[src/rtl/exc_irq_ctrl_pkg.sv]
// exc_pkg: shared types and constants for the exception/interrupt controller.
//   state_t     - controller FSM states (IDLE / REQ / HANDLER)
//   ESTAT_*     - estatus cause codes driven to the datapath
//   MAX_IRQ     - upper bound on the number of external interrupt lines
//   irq_code()  - builds the external-IRQ cause code from a channel index
package exc_pkg;

  localparam int MAX_IRQ = 8;

  typedef enum logic [1:0] {
    IDLE    = 2'd0,
    REQ     = 2'd1,
    HANDLER = 2'd2
  } state_t;

  localparam logic [3:0] ESTAT_NONE     = 4'b0000;
  localparam logic [3:0] ESTAT_INV      = 4'b0010;
  localparam logic [3:0] ESTAT_IRQ_BASE = 4'b1000;
  localparam logic [3:0] ESTAT_DFAULT   = 4'b1111;

  // IRQ cause is 4'b1id: the low three bits carry the channel index.
  function automatic logic [3:0] irq_code(input logic [2:0] id);
    return ESTAT_IRQ_BASE | {1'b0, id};
  endfunction

endpackage

[src/rtl/exc_irq_ctrl_if.sv]
// exc_irq_ctrl_if: bundles the decoder/datapath/IRQ-source signals of the
// exception controller.
//   slave  - the controller side (exc_irq_ctrl)
//   master - the environment side (decoder, datapath, interrupt sources)
// Signals:
//   irq_i, mask_we, mask_wdata, not_an_instr, eret, exc_ack : env -> ctrl
//   exc, estatus, irq_id, irq_ack, in_handler               : ctrl -> env
interface exc_irq_ctrl_if #(
  parameter int N_IRQ = 4,
  parameter int ID_W  = (N_IRQ > 1) ? $clog2(N_IRQ) : 1
);
  logic [N_IRQ-1:0] irq_i;
  logic             mask_we;
  logic [N_IRQ-1:0] mask_wdata;
  logic             not_an_instr;
  logic             eret;
  logic             exc_ack;
  logic             exc;
  logic [3:0]       estatus;
  logic [ID_W-1:0]  irq_id;
  logic [N_IRQ-1:0] irq_ack;
  logic             in_handler;

  modport slave (
    input  irq_i, mask_we, mask_wdata, not_an_instr, eret, exc_ack,
    output exc, estatus, irq_id, irq_ack, in_handler
  );

  modport master (
    output irq_i, mask_we, mask_wdata, not_an_instr, eret, exc_ack,
    input  exc, estatus, irq_id, irq_ack, in_handler
  );
endinterface

[src/rtl/exc_irq_ctrl_prio_enc.sv]
// prio_enc: lowest-index-first priority encoder.
//   i_req  in  N   request vector
//   o_idx  out IW  index of the lowest set bit (0 when none set)
//   o_vld  out 1   any request set
module prio_enc #(
  parameter int N  = 4,
  parameter int IW = (N > 1) ? $clog2(N) : 1
) (
  input  logic [N-1:0]  i_req,
  output logic [IW-1:0] o_idx,
  output logic          o_vld
);
  // Scan high to low so the last hit written is the lowest index.
  always_comb begin
    o_idx = '0;
    o_vld = |i_req;
    for (int i = N - 1; i >= 0; i--) begin
      if (i_req[i]) o_idx = IW'(i);
    end
  end
endmodule

[src/rtl/exc_irq_ctrl.sv]
// exc_irq_ctrl: N_IRQ-line maskable, latched, fixed-priority interrupt and
// synchronous-exception controller for the single-cycle LEGv8 core.
// Ports:
//   clk    in  clock, all state on rising edge
//   reset  in  synchronous, active-low
//   bus    exc_irq_ctrl_if.slave (irq_i, mask_*, not_an_instr, eret,
//          exc_ack in; exc, estatus, irq_id, irq_ack, in_handler out)
// Build option: define EXC_IRQ_EDGE_EN to latch pending on rising edges of
// irq_i instead of while irq_i is high.
module exc_irq_ctrl
  import exc_pkg::*;
#(
  parameter int N_IRQ = 4,
  parameter int ID_W  = (N_IRQ > 1) ? $clog2(N_IRQ) : 1
) (
  input  logic            clk,
  input  logic            reset,
  exc_irq_ctrl_if.slave   bus
);

  state_t           r_state, w_nxt_state;
  logic [N_IRQ-1:0] r_pending, r_mask, r_irq_ack;
  logic [ID_W-1:0]  r_id;
  logic [3:0]       r_cause;

  logic [N_IRQ-1:0] w_set, w_ack_vec;
  logic [ID_W-1:0]  w_grant_idx;
  logic             w_grant_vld;
  logic             w_exc, w_take, w_irq_take;
  logic [3:0]       w_estatus;

`ifdef EXC_IRQ_EDGE_EN
  logic [N_IRQ-1:0] r_irq_prev;
  always_ff @(posedge clk) begin
    if (!reset) r_irq_prev <= '0;
    else        r_irq_prev <= bus.irq_i;
  end
  assign w_set = bus.irq_i & ~r_irq_prev;
`else
  assign w_set = bus.irq_i;
`endif

  prio_enc #(.N(N_IRQ), .IW(ID_W)) u_prio (
    .i_req (r_pending & ~r_mask),
    .o_idx (w_grant_idx),
    .o_vld (w_grant_vld)
  );

  // An IRQ is only acknowledged when the datapath takes the IRQ itself; a
  // coincident invalid instruction wins and the IRQ stays pending.
  assign w_take     = w_exc & bus.exc_ack;
  assign w_irq_take = (r_state == REQ) & bus.exc_ack & ~bus.not_an_instr;
  assign w_ack_vec  = w_irq_take ? (N_IRQ'(1) << r_id) : '0;

  // FSM: state register
  always_ff @(posedge clk) begin
    if (!reset) r_state <= IDLE;
    else        r_state <= w_nxt_state;
  end

  // FSM: next state
  always_comb begin
    w_nxt_state = r_state;
    case (r_state)
      IDLE: begin
        if (bus.not_an_instr && bus.exc_ack) w_nxt_state = HANDLER;
        else if (w_grant_vld)                w_nxt_state = REQ;
      end
      REQ:     if (bus.exc_ack) w_nxt_state = HANDLER;
      HANDLER: if (bus.eret && !bus.not_an_instr) w_nxt_state = IDLE;
      default: w_nxt_state = IDLE;
    endcase
  end

  // FSM: outputs. Invalid instruction overrides any IRQ code with zero latency.
  always_comb begin
    w_exc     = 1'b0;
    w_estatus = r_cause;
    if (bus.not_an_instr) begin
      w_exc     = 1'b1;
      w_estatus = (r_state == HANDLER) ? ESTAT_DFAULT : ESTAT_INV;
    end else if (r_state == REQ) begin
      w_exc     = 1'b1;
      w_estatus = irq_code(3'(r_id));
    end
  end

  // Datapath registers. Pending set wins over the ack clear.
  always_ff @(posedge clk) begin
    if (!reset) begin
      r_pending <= '0;
      r_mask    <= '0;
      r_id      <= '0;
      r_cause   <= ESTAT_NONE;
      r_irq_ack <= '0;
    end else begin
      r_pending <= (r_pending & ~w_ack_vec) | w_set;
      r_irq_ack <= w_ack_vec;
      if (bus.mask_we) r_mask <= bus.mask_wdata;
      if (r_state == IDLE && w_nxt_state == REQ) r_id <= w_grant_idx;
      if (w_take) r_cause <= w_estatus;
    end
  end

  assign bus.exc        = w_exc;
  assign bus.estatus    = w_estatus;
  assign bus.irq_id     = r_id;
  assign bus.irq_ack    = r_irq_ack;
  assign bus.in_handler = (r_state == HANDLER);

endmodule
[src/flat_wrapper.sv]
// flat-port wrapper written by rule: the top's interface ports become plain ports
module exc_irq_ctrl_flat import exc_pkg::*;
#(
  parameter int N_IRQ = 4,
  parameter int ID_W  = (N_IRQ > 1) ? $clog2(N_IRQ) : 1
)
  (clk, reset, bus_irq_i, bus_mask_we, bus_mask_wdata, bus_not_an_instr, bus_eret, bus_exc_ack, bus_exc, bus_estatus, bus_irq_id, bus_irq_ack, bus_in_handler);
  exc_irq_ctrl_if #(.N_IRQ(N_IRQ), .ID_W(ID_W)) bus_i ();
  input  logic clk;
  input  logic reset;
  input wire logic [$bits(bus_i.irq_i)-1:0] bus_irq_i;
  input wire logic [$bits(bus_i.mask_we)-1:0] bus_mask_we;
  input wire logic [$bits(bus_i.mask_wdata)-1:0] bus_mask_wdata;
  input wire logic [$bits(bus_i.not_an_instr)-1:0] bus_not_an_instr;
  input wire logic [$bits(bus_i.eret)-1:0] bus_eret;
  input wire logic [$bits(bus_i.exc_ack)-1:0] bus_exc_ack;
  output wire logic [$bits(bus_i.exc)-1:0] bus_exc;
  output wire logic [$bits(bus_i.estatus)-1:0] bus_estatus;
  output wire logic [$bits(bus_i.irq_id)-1:0] bus_irq_id;
  output wire logic [$bits(bus_i.irq_ack)-1:0] bus_irq_ack;
  output wire logic [$bits(bus_i.in_handler)-1:0] bus_in_handler;
  assign bus_i.irq_i = bus_irq_i;
  assign bus_i.mask_we = bus_mask_we;
  assign bus_i.mask_wdata = bus_mask_wdata;
  assign bus_i.not_an_instr = bus_not_an_instr;
  assign bus_i.eret = bus_eret;
  assign bus_i.exc_ack = bus_exc_ack;
  assign bus_exc = bus_i.exc;
  assign bus_estatus = bus_i.estatus;
  assign bus_irq_id = bus_i.irq_id;
  assign bus_irq_ack = bus_i.irq_ack;
  assign bus_in_handler = bus_i.in_handler;
  exc_irq_ctrl #(.N_IRQ(N_IRQ), .ID_W(ID_W)) u_core (.clk(clk), .reset(reset), .bus(bus_i));
endmodule
[config.mk]
export PLATFORM = sky130hd
export DESIGN_NAME = exc_irq_ctrl_flat
export DESIGN_NICKNAME = d
export VERILOG_FILES = /design/src/rtl/exc_irq_ctrl_pkg.sv /design/src/rtl/exc_irq_ctrl_if.sv /design/src/rtl/exc_irq_ctrl_prio_enc.sv /design/src/rtl/exc_irq_ctrl.sv /design/src/flat_wrapper.sv
export SDC_FILE = /design/constraint.sdc
export NUM_CORES = 1
export LEC_CHECK = 0
export CAP_MARGIN = 20
export CORE_MARGIN = 2
export CORE_UTILIZATION = 34
export CTS_BUF_LIST = sky130_fd_sc_hd__clkbuf_2 sky130_fd_sc_hd__clkbuf_4 sky130_fd_sc_hd__clkbuf_8
export DETAILED_ROUTE_END_ITERATION = 8
export GPL_ROUTABILITY_DRIVEN = 0
export GPL_TIMING_DRIVEN = 0
export SYNTH_ARGS = -nofsm -noshare
export SYNTH_HDL_FRONTEND = slang
export SYNTH_HIERARCHICAL = 1
export SYNTH_SLANG_ARGS = --single-unit
[constraint.sdc]
create_clock -name clk -period 1.7 [get_ports clk]
set_clock_uncertainty 0.2 [all_clocks]
set_input_delay 0.255 -clock clk [delete_from_list [all_inputs] [get_ports clk]]
set_output_delay 0.255 -clock clk [all_outputs]
set_load 0.1 [all_outputs]
-- Word-level counts from Yosys, hierarchy flattened
Index checks and enable logic that the tools add are counted.
- $add $sub $neg: 0
- $mul: 0
- divide/modulo/power cells: 0
- $lt $le $gt $ge: 0
- eq/ne operators: 3
- shift operators: 1
- mux-type cells: 15
- bitwise gates (word level): 9
- reductions and logical operators: 6
- operator list (kind ; count):
    2-to-1 mux 2 bit ; 8
    2-to-1 mux 4 bit ; 4
    AND 4 bit ; 2
    inverter 4 bit ; 2
    one-hot mux 2 bit (3 select lines) ; 1
    == test 2 x 1 -> 1 bit (second input constant) ; 2
    OR 4 bit ; 1
    OR reduction 4 bit ; 1
    left shift 1 x 2 -> 4 bit (first input constant) ; 1
    AND 1 bit ; 3
    logical AND 1 bit ; 3
    == test 2 bit (second input constant) ; 1
    logical NOT 2 bit ; 1
    2-to-1 mux 1 bit ; 2
    logical NOT 1 bit ; 1
    inverter 1 bit ; 1
- register bits: 20
- bits in latches: 0
- RAM bits: 0
- memory bits (read-only): 0
- input bits: 14
- output and inout port bits: 12
- memories: 0

-- Depth between registers and ports, before layout
- depth in word-level cells: 8
- depth in mapped cells: 5
- depth with buffers taken out: 5

-- Modules after synthesis
Netlist, hierarchy kept.
- modules (own cells, without submodules) (module ; times used ; cells an instance ; area an instance (um^2)):
    exc_irq_ctrl ; 1 ; 103 ; 894.6
    prio_enc ; 1 ; 7 ; 35.0

-- Worst setup path before layout
No wires, ideal clock.
- path kind: reg2out
- start: register u_core.r_state[1]
- end: output bus_estatus[2]
- data arrival time: 3598 ps
- data required time: 1245 ps
- setup slack: -2353 ps
- cell stages (with the launch flop): 5
- cell sequence: dfxtp_1 -> buf_2 -> nand2b_1 -> nand2b_1 -> o21ai_0
- longest elaborated chain between the ends: 3
- elaborated cells between the ends (all ways): 5
- classes of those cells: eq/ne: 2; mux: 3
- RTL lines (element ; RTL line ; text):
    start: declaration ; exc_irq_ctrl.sv:21 ; state_t r_state, w_nxt_state;
    start signal: assignment ; exc_irq_ctrl.sv:58 ; else r_state <= w_nxt_state;
    == test 2 x 1 -> 1 bit or == test 2 bit (tied branches) ; exc_irq_ctrl.sv:82, exc_irq_ctrl.sv:81 ;
    2-to-1 mux 4 bit (on tied branches) ; exc_irq_ctrl.sv:82, exc_irq_ctrl.sv:81 ;
    2-to-1 mux 4 bit * ; exc_irq_ctrl.sv:79 ; if (bus.not_an_instr) begin
    end: declaration ; flat_wrapper.sv:18 ; output wire logic [$bits(bus_i.estatus)-1:0] bus_estatus;
Every way passes the cells marked *; elsewhere a longest branch is shown, timed or not.

-- Final worst setup path
- start: register u_core.r_state[1]
- end: output bus_estatus[0]
Same word-level chain as after synthesis.

==> results.ini <==
[die]
die_y_um = 56.3
start_util_pct = 36.5
io_pins = 26
fp.coreArea_um2 = 2540
placementRows = 18
die_x_um = 56.3
dieArea_um2 = 3170

[critical_path]
cp_max_fo = 4
crit_type = flop to primary output
rrSetupSlack_ns = 0.23
required_ns = 1.24
rr_worst_depth = 4
arrival_ns = 1.40
crit_start = u_core/r_state[1]
start_kind = flop
crit_end = bus_estatus[0]
regToRegStartpoint = u_core/r_state[1]
rr_endpoint = u_core/r_pending[1]
setup.worst_path.end_class = primary output

[synthesis]
synth_cell_types = 27
yosysTopAreaCellShare_pct = 43.1
synth_common_cells = dfxtp_1, nor2_1, nor2b_1
seq_area_frac_synth_pct = 43.1
syn_nets = 124
synth_seq_cells = 20
syn_avg_cell_area_um2 = 8.45
synth-async-reset-ratio_pct = 0
synth-edff-count = 0
synth_area_um2 = 930
syn_inst = 110
synth_area_leader_cell = dfxtp_1
yosysMostFrequentCell = dfxtp_1
synth_area_leaders = dfxtp_1, nor2b_1, mux2i_1
synth-main-ff-cell = dfxtp_1
ys_warn_count = 6

[grt]
grt_pass1_wl_mm = 4.02
grt_remaining_overflow = 0
grt.total_usage_pct = 15.9
grt_max_degree = 13
grt_pass1_vias = 863
antenna_found_initial = 0

[clock_tree]
cts_buffers = 3
cts_max_level = 1
clock_latency_ns = 0.30
hold_buffers = 0
cts_root_buffer = clkbuf_4
cts_buffer_depth = 2
path_clk_slew_ns = 0.13
clock-sinks = 20
cts_tree = built

[outcome]
violations = setup timing
status = complete, but fails checks

[timing]
slew_headroom_pct = 63.8
setup-violations-final = 4
rsz0062_at_grt = yes
min_period_over_period_pct = 109
max_freq_mhz = 538
finalCriticalPeriod_ns = 1.86
fin_ws_ns = -0.160
hold_viol_final = 0
slew_violations = 0
worst_pin_slew_ns = 0.545

[hold_path]
hold_class = primary input to flop

[routing]
drtAntennaViolNets = 0
dr.pass1.iters = 4
num_vias = 866
routed_wl_mm = 2.35
drc = 0
drtIter0Drc = 6
wire_per_inst_um = 13.7
routed_via_density = 5.03

[final_layout]
finalInstanceArea_um2 = 1430
fillers = 247
syn_to_final_growth_pct = 54.2
multiInputGateArea_um2 = 567
drive_gt1_share_pct = 28.2
antennaDiodeCount = 0
seqCellArea_um2 = 415
finalNetCount = 157
post-route-util_pct = 56.3

[job]
cap_viol_max_count = 0

[placement]
dp_hpwl_mm = 1.63
portBuffers = 22
placed_cell_area_um2 = 1270

[power_and_ir_drop]
pwr_density_cell_nw_per_um2 = 945
ir_drop_mv = 0.605
p_leak_nw = 0.596

[layout by cell type, fill, tap and decap left out, types with 3 or more instances in the layout]
cell and count:
inv_1 4, nand2b_1 3, o21ai_0 6, buf_12 5, a31oi_1 3, o21ai_4 3, nor2b_1 10, dfxtp_4 4
nand2_1 10, nor2_1 12, buf_4 6, mux2i_1 6, dfxtp_1 16, clkbuf_1 3, o21a_1 3, clkbuf_4 3
clkdlybuf4s15_2 3, buf_2 4, clkdlybuf4s50_1 9
[power by group]
group | switching [W] | total [W] | internal (W)
clock | 0.000153 | 0.000391 | 0.000238
sequential | 0.0000318 | 0.000530 | 0.000499
combinational | 0.000257 | 0.000434 | 0.000178
[final cells by class]
type                       count  share of cell area [%]
inverter                       4                    1.05
buffer                         5                    1.92
tap                           30                    2.62
clock inverter                 1                    2.09
clock buffer                   3                    1.57
sequential                    20                    29.0
timing repair buffer          29                    22.3
multi-input combinational     80                    39.5
[state kept, by name (all words and copies together), names as in the netlist]
signal / count
u_core/r_mask: 4
u_core/r_pending: 4
u_core/r_cause: 4
u_core/r_state: 2
u_core/bus.irq_id: 2
u_core/bus.irq_ack: 4
[critical path: stages (launching register included)]
cell and delay [ns]:
dfxtp_4 0.39, nand2b_4 0.18, mux2i_4 0.20, o21ai_4 0.15
buf_12 0.19
[stage by stage]
| stage | worst slack (ns) | power (W) | std cells | hold slack, ns | setup TNS, ns |
|---|---|---|---|---|---|
| after detailed placement | -1.44 | 0.000915 | 162 | 0.284 | -8.75 |
| final | -0.160 | 0.00136 | 172 | 0.118 | -0.438 |
| after global routing | -0.229 | 0.00141 | 172 | 0.134 | -0.702 |
| after floorplan | -0.188 | 0.000822 | 110 | 0.201 | -0.420 |
| after global placement | -1.43 | 0.000911 | 162 | 0.273 | -8.71 |
| after CTS | -0.184 | 0.00136 | 171 | 0.107 | -0.451 |
[cells by family after synthesis]
family,Yosys count,share of synthesized area [%]
and+or+nand+nor,50,29.2
AOI/OAI and AO/OA,23,15.7
DFF,20,43.1
buffers and inverters,10,4.44
muxes,7,7.54
[how the worst min path moves through the flow]
stage,startpoint,to,slack [ns],cells after the start
floorplan,bus_irq_i[1],u_core/r_pending[1],0.20,2
global placement,u_core/r_cause[2],u_core/r_cause[2],0.27,2
detailed placement,u_core/r_cause[2],u_core/r_cause[2],0.28,2
CTS,reset,u_core/r_state[0],0.11,2
global route,bus_exc_ack,u_core/r_cause[3],0.13,2
finish,bus_exc_ack,u_core/r_cause[3],0.12,2
[routing by layer]
metal	track usage, %	vias to the layer above	wire length, um
met5	0	-	0
met4	5.10	0	34
met3	3.92	4	121
met2	27.2	21	1180
met1	19.6	402	1020
li1	-	439	-
[what timing repair did]
item | CTS | global route
pin swaps | 4 | 2
gates cloned | 0 | 0
endpoints found under the setup margin | 13 | 6
buffers inserted | 6 | 1
hold endpoints to repair | 0 | 0
resized for setup | 78 | 4
Power figures use the tool's default switching activity.
